<file path="src/rtl/rv32i_types.sv">
// Shared RV32I core types: the CDB broadcast packet and functional-unit ids.
package rv32i_types;

   localparam int ROB_IDX_W = 5;
   localparam int PREG_W    = 6;
   localparam int DATA_W    = 32;
   localparam int NUM_FU    = 4;

   typedef struct packed {
      logic [ROB_IDX_W-1:0] rob_idx;
      logic [PREG_W-1:0]    prd;
      logic [4:0]           rd;
      logic [DATA_W-1:0]    data;
   } cdb_t;

   typedef enum logic [1:0] {
      fu_alu = 2'd0,
      fu_mdu = 2'd1,
      fu_lsu = 2'd2,
      fu_jmp = 2'd3
   } fu_id_t;

endpackage

</file>
<file path="src/rtl/rr_arbiter.sv">
// Generic rotating-priority arbiter: the first requester at or after ptr
// (wrapping modulo N) wins. Purely combinational; the owner keeps the pointer.
module rr_arbiter #(
   parameter int  N  = 4,
   localparam int IW = (N > 1) ? $clog2(N) : 1
) (
   input  logic [N-1:0]  req,
   input  logic [IW-1:0] ptr,
   output logic [N-1:0]  gnt,
   output logic [IW-1:0] gnt_idx,
   output logic          any
);

   always_comb begin
      int idx;
      idx     = 0;
      gnt     = '0;
      gnt_idx = '0;
      any     = 1'b0;
      for (int k = 0; k < N; k++) begin
         idx = (int'(ptr) + k) % N;
         if (!any && req[IW'(idx)]) begin
            gnt[IW'(idx)] = 1'b1;
            gnt_idx       = IW'(idx);
            any           = 1'b1;
         end
      end
   end

endmodule

</file>
<file path="src/rtl/cdb_arbiter.sv">
// Common data bus arbiter: round-robin grant among functional units, with the
// winning packet registered onto the CDB one cycle after the handshake.
module cdb_arbiter
   import rv32i_types::*;
#(
   parameter int  NUM_REQ = 4,
   localparam int IDX_W   = (NUM_REQ > 1) ? $clog2(NUM_REQ) : 1
) (
   input  logic               clk,
   input  logic               rst,
   input  logic               flush,
   input  logic [NUM_REQ-1:0] req_valid,
   input  cdb_t               req_pkt [NUM_REQ],
   output logic [NUM_REQ-1:0] req_ready,
   output logic               cdb_valid,
   output cdb_t               cdb_pkt,
   output logic [IDX_W-1:0]   cdb_src
);

   logic [NUM_REQ-1:0] req_elig;
   logic [NUM_REQ-1:0] gnt;
   logic [IDX_W-1:0]   gnt_idx;
   logic               gnt_any;

   logic [IDX_W-1:0]   rr_ptr_q, rr_ptr_d;
   logic               cdb_valid_q, cdb_valid_d;
   cdb_t               cdb_pkt_q, cdb_pkt_d;
   logic [IDX_W-1:0]   cdb_src_q, cdb_src_d;

   // Reset and flush mask requests before arbitration so no grant can leak out.
   always_comb begin
      req_elig = req_valid;
      if (rst || flush) begin
         req_elig = '0;
      end
   end

   rr_arbiter #(.N(NUM_REQ)) u_rr (
      .req     (req_elig),
      .ptr     (rr_ptr_q),
      .gnt     (gnt),
      .gnt_idx (gnt_idx),
      .any     (gnt_any)
   );

   always_comb begin
      rr_ptr_d    = rr_ptr_q;
      cdb_valid_d = gnt_any;
      cdb_pkt_d   = cdb_pkt_q;
      cdb_src_d   = cdb_src_q;
      if (gnt_any) begin
         cdb_pkt_d = req_pkt[gnt_idx];
         cdb_src_d = gnt_idx;
         rr_ptr_d  = (int'(gnt_idx) == NUM_REQ - 1) ? '0 : gnt_idx + IDX_W'(1);
      end
   end

   always_ff @(posedge clk) begin
      if (rst) begin
         rr_ptr_q    <= '0;
         cdb_valid_q <= 1'b0;
         cdb_pkt_q   <= '0;
         cdb_src_q   <= '0;
      end else begin
         rr_ptr_q    <= rr_ptr_d;
         cdb_valid_q <= cdb_valid_d;
         cdb_pkt_q   <= cdb_pkt_d;
         cdb_src_q   <= cdb_src_d;
      end
   end

   assign req_ready = gnt;
   assign cdb_valid = cdb_valid_q;
   assign cdb_pkt   = cdb_pkt_q;
   assign cdb_src   = cdb_src_q;

endmodule
</file>
<file path="config.mk">
export PLATFORM = sky130hd
export DESIGN_NAME = cdb_arbiter
export DESIGN_NICKNAME = d
export VERILOG_FILES = /design/src/rtl/rv32i_types.sv /design/src/rtl/rr_arbiter.sv /design/src/rtl/cdb_arbiter.sv
export SDC_FILE = /design/constraint.sdc
export NUM_CORES = 1
export LEC_CHECK = 0
export CORE_MARGIN = 4
export CORE_UTILIZATION = 25
export DETAILED_ROUTE_END_ITERATION = 12
export DONT_BUFFER_PORTS = 1
export PLACE_DENSITY = 0.48
export SLEW_MARGIN = 30
export SYNTH_ARGS = -nofsm -noshare
export SYNTH_HDL_FRONTEND = slang
export SYNTH_SLANG_ARGS = --single-unit
</file>
<file path="constraint.sdc">
create_clock -name clk -period 4.5 [get_ports clk]
set_input_delay 0.675 -clock clk [delete_from_list [all_inputs] [get_ports clk]]
set_output_delay 0.675 -clock clk [all_outputs]
set_load 0.01 [all_outputs]
</file>
### Word level (Yosys, flattened, before mapping)

Index checks and enable logic that the tools add are counted.

| storage, ports and cells | value |
|---|---|
| flip-flop bits (word level) | 53 |
| logic and storage cells | 73 |
| bits of input ports | 199 |
| output and inout port bits | 55 |

| cells by class | value |
|---|---|
| bitwise gates (word level) | 4 |
| multiplexer cells | 37 |
| equal/unequal tests | 1 |
| reduce and logical (&&, ||, !) cells | 11 |
| magnitude comparators | 9 |
| add/sub/neg operators | 4 |

Operator list:

| operator | count |
|---|---|
| $bmux W48 S2 | 1 |
| $mux W48 | 2 |
| $mux W4 | 5 |
| $lt A2 B4 Y1 const B | 4 |
| $mux W1 | 16 |
| $or A4 B4 Y4 | 3 |
| $mux W2 | 5 |
| $bmux W1 S2 | 4 |
| $demux W1 S2 | 4 |
| $ge A2 B1 Y1 const B | 4 |
| $logic_and A1 B1 Y1 | 7 |
| $add A2 B1 Y2 const B | 2 |
| $add A2 B2 Y2 const B | 2 |
| $ge A3 B3 Y1 const B | 1 |
| $logic_not A1 Y1 | 3 |
| $not A2 Y3 | 1 |
| $eq A2 B1 Y1 const B | 1 |
| $logic_or A1 B1 Y1 | 1 |

### Logic depth before layout (Yosys ltp)

| logic depth | value |
|---|---|
| word-level depth | 19 |
| gate-level depth with buffers | 13 |
| mapped depth without buffers | 9 |

### Hierarchy

Synthesis repeated with hierarchy kept, for this count alone.

| unflattened totals | value |
|---|---|
| cell total of the unflattened synthesis | 358 |
| area total of the unflattened synthesis | 3843.7 sq um |

Modules (own cells, without submodules):

| module | sequential area each (sq um) | times used | area each (sq um) | cells an instance |
|---|---|---|---|---|
| cdb_arbiter | 1061.0 | 1 | 3311.9 | 296 |
| rr_arbiter | 0.0 | 1 | 531.8 | 62 |

### Worst setup path before layout

Ideal clock, no wire load.

| timing path | value |
|---|---|
| kind | flip-flop to output port |
| start point | register rr_ptr_q[0] |
| end point | output req_ready[2] |
| buffers on the path | 3 |
| path slack | 1.156 ns |
| arrival time | 2.669 ns |
| data required time | 3.825 ns |
| cell stages (with the launch flop) | 12 |
| path through | dfxtp_1 -> buf_4 -> buf_4 -> inv_1 -> ha_1 -> or3_1 -> o22a_1 -> o22ai_2 -> nor2_2 -> buf_2 -> a32oi_1 -> o211ai_1 |

| on the way | value |
|---|---|
| cells in the longest elaborated chain, start to end | 13 |
| elaborated cells on any way between the ends | 51 |
| those cells by class | add/sub: 3; order compare: 8; mux: 27; bitwise: 3; reduce/logical: 10 |

Ends and longest elaborated chain:

| what | RTL line | source |
|---|---|---|
| start: declaration | cdb_arbiter.sv:25 | `logic [IDX_W-1:0] rr_ptr_q, rr_ptr_d;` |
| start signal: assignment | cdb_arbiter.sv:65 | `rr_ptr_q <= rr_ptr_d;` |
| parallel branches: the longest is 12 deep, another holds $lt A2 B4 Y1 | n/a |  |
| $mux W4 (*) | rr_arbiter.sv:22 | `if (!any && req[IW'(idx)]) begin` |
| end: declaration | cdb_arbiter.sv:14 | `output logic [NUM_REQ-1:0] req_ready,` |

Mark *: on every way between the ends. The select of a mux whose other input is x is not followed.

### Worst setup path after layout

| timing path | value |
|---|---|
| start point | register rr_ptr_q[1] |
| end point | register cdb_pkt_q (netlist bit cdb_pkt[29]) |

| on the way | value |
|---|---|
| cells in the longest elaborated chain, start to end | 17 |
| elaborated cells on any way between the ends | 33 |
| those cells by class | add/sub: 3; mux: 23; bitwise: 1; reduce/logical: 6 |

Ends and longest elaborated chain:

| what | RTL line | source |
|---|---|---|
| parallel branches: the longest is 17 deep, another holds $add A2 B1 Y2 | n/a |  |
| end signal: assignment | cdb_arbiter.sv:67 | `cdb_pkt_q <= cdb_pkt_d;` |
| end: declaration | cdb_arbiter.sv:27 | `cdb_t cdb_pkt_q, cdb_pkt_d;` |

Parallel ways; which one is timed is not known. The select of a mux whose other input is x is not followed.
A chain may end at the register's enable or synchronous reset.

==> results.cfg <==
[status]
status = complete, no violations

[finish]
final_nets = 633
layout_commonest_cell = mux2i_1
final_core_util_pct = 27.7
layout-drive-gt1-share_pct = 14.3
stdcell_count = 646
final_cell_mix = 113 x mux2i_1, 53 x dfxtp_1, 33 x a21oi_1
area_growth_pct = 7.50
diodes = 0

[grt]
grt_pass1_vias = 3965
grt_pass1_wl_mm = 23.4
track_usage_pct = 15.1
antenna_found_initial = 0
grt-ovfl-total = 0
grt_max_degree = 42

[timing]
slew_headroom_pct = 35.3
setup_viol = 0
timing.fmax_mhz = 263
rsz0062_at_grt = false
tightest_slew_ns = 0.971
period_share_pct = 84.5
fin_ws_ns = 0.699
drv_slew = 0
hold_viol = 0
skew_ns = 0.00792
min_period_ns = 3.80
fin_tns_setup_ns = 0

[min_path]
min_path_type = in2reg

[power]
p_total_uw = 1390
p_leak_uw = 0.00166
powerDensity_nw_per_um2 = 297
vdd_ir_drop_max_v = 0.000143

[critical_path]
crit_chain = inv_1, ha_1, or3_1, o22ai_1, a32oi_4, o22ai_4, buf_4, mux2i_1, a221oi_1
critPathLaunch = rr_ptr_q[1]
setup.worst_path.end = cdb_pkt[29]
path_class = reg2reg
crit_fanout = 17
critPathSlowestCell = dfxtp_1
reg2reg_depth = 9
reg2reg_to = cdb_pkt[29]
setup.worst_path.start_class = flip-flop
critPathRequiredTime_ns = 4.70
rrSetupSlack_ns = 0.70
slowest_delay_ns = 0.61
worstReg2RegStart = rr_ptr_q[1]
worst_setup_path_end_kind = flip-flop
crit_arrival_ns = 4.01

[synthesis]
synth-edff-count = 0
yosysWarnings = 0
syn_area_per_cell_um2 = 9.62
ys_types = 50
synth_top_area_share_pct = 26.1
synth-seq-cells = 53
syn_area_um2 = 4340
syn_nets = 659
syn_inst = 451
synthTopCellsByArea = mux2i_1 26%, dfxtp_1 24%, mux2_2 6.0%
ys_seq_area_share_pct = 24.5
async_flop_share_pct = 0
synth_ff_type = dfxtp_1
synth_top_area_cell = mux2i_1

[placed_design]
post-dp-hpwl_mm = 11.3
placedCellCount = 638
io_buffer_count = 0
gp_congestion = 0.851
dp_slack_ns = 0.717

[clocking]
post-cts-setup-buffers = 0
clockRootBuffer = clkbuf_16
cts_tree = built
clock_sinks = 53
clkTransAtPathRegs_ns = 0.08
numCtsBuffers = 5
clock_path_buffers = 2
cts_resized = 0
h-tree-depth = 2
holdBufCountCts = 0
clk_latency_ns = 0.30

[route]
route.vias.total = 3789
wire_per_inst_um = 24.2
antenna_left = 0
initialDrtViolationCount = 193
via_per_inst = 5.87
wirelength_mm = 15.7
drt-pass1-iter-count = 4
drc = 0

[floorplanning]
die-height_um = 140
dieArea_um2 = 19500
core-area_um2 = 16800
chipWidth_um = 140
start_util_pct = 25.8
io_pins = 254
rows = 47

[flow_run]
max-cap-violations = 0
[worst min-delay path by stage]
stage,depth (start not counted),end,startpoint,slack (ns)
after floorplan,2,cdb_pkt[0],cdb_pkt[0],0.52
after global placement,2,cdb_pkt[8],cdb_pkt[8],0.54
after detailed placement,2,cdb_pkt[3],cdb_pkt[3],0.55
after CTS,1,cdb_src[1],rst,0.42
after global routing,1,cdb_src[0],rst,0.42
final,1,cdb_src[1],rst,0.44
[critical path, delay by kind of cell, from the launching register on]
family	cells	cell delay, ns
buffers and inverters	2	0.66
muxes	1	0.12
adders and majority gates	1	0.41
and+or+nand+nor	1	0.44
DFF	1	0.61
AOI/OAI and AO/OA	4	1.44
[metrics by stage]
| step | instance area, µm² | hold slack [ns] |
|---|---|---|
| 2_1_floorplan | 4340 | 0.517 |
| 6_report | 4660 | 0.439 |
| 3_3_place_gp | 4480 | 0.543 |
| 4_1_cts | 4660 | 0.420 |
| 3_5_place_dp | 4500 | 0.554 |
| 5_1_grt | 4660 | 0.422 |
[area by class of cell]
cell class | instances | area (µm²)
fill | 1809 | 12200
sequential | 53 | 1060
multi-input combinational | 350 | 3050
timing repair buffer | 10 | 95.1
clock buffer | 7 | 153
clock inverter | 1 | 8.76
tap | 220 | 275
inverter | 5 | 18.8
[power breakdown]
group / internal, µW / switching [µW] / leakage (µW)
clock: 240 / 203 / 0.0000805
combinational: 173 / 188 / 0.00113
sequential: 520 / 63.2 / 0.000440
[Yosys cell counts (2+ instances only)]
cell type,n
mux2i_1,113
dfxtp_1,53
a21oi_1,33
mux2_2,23
o21bai_1,21
o221ai_1,21
a2bb2oi_1,20
a221oi_1,17
clkbuf_1,16
buf_2,15
nand2_1,13
nor2_1,12
ha_1,9
a211o_1,7
a32o_1,7
buf_4,6
nand3_1,5
nor2b_1,5
a221oi_2,4
a22oi_1,4
buf_6,4
inv_1,4
nand2b_1,3
o21ai_0,3
a211oi_1,2
a32oi_1,2
and2_1,2
and2b_1,2
nor4_1,2
o211ai_1,2
or3_1,2
[layer usage]
layer | track usage, % | part of all wire (%) | vias to the layer above
li1 | - | - | 1730
met1 | 16.9 | 38 | 1861
met2 | 27.1 | 52 | 178
met3 | 4.91 | 8.4 | 20
met4 | 4.74 | 1.6 | 0
met5 | 0 | 0 | -
[state kept, by name, indices dropped and copies added, names as in the netlist]
register	count
cdb_valid	1
cdb_src	2
cdb_pkt	48
rr_ptr_q	2
[kinds of logic after synthesis]
| kind of cell | after synthesis | share of synthesized area [%] |
|---|---|---|
| buffers and inverters | 48 | 6.06 |
| and+or+nand+nor | 53 | 6.35 |
| AOI/OAI and AO/OA | 151 | 28.0 |
| DFF | 53 | 24.5 |
| muxes | 137 | 32.6 |
| adders and majority gates | 9 | 2.60 |
No activity file was read; power rests on OpenSTA's default activity.
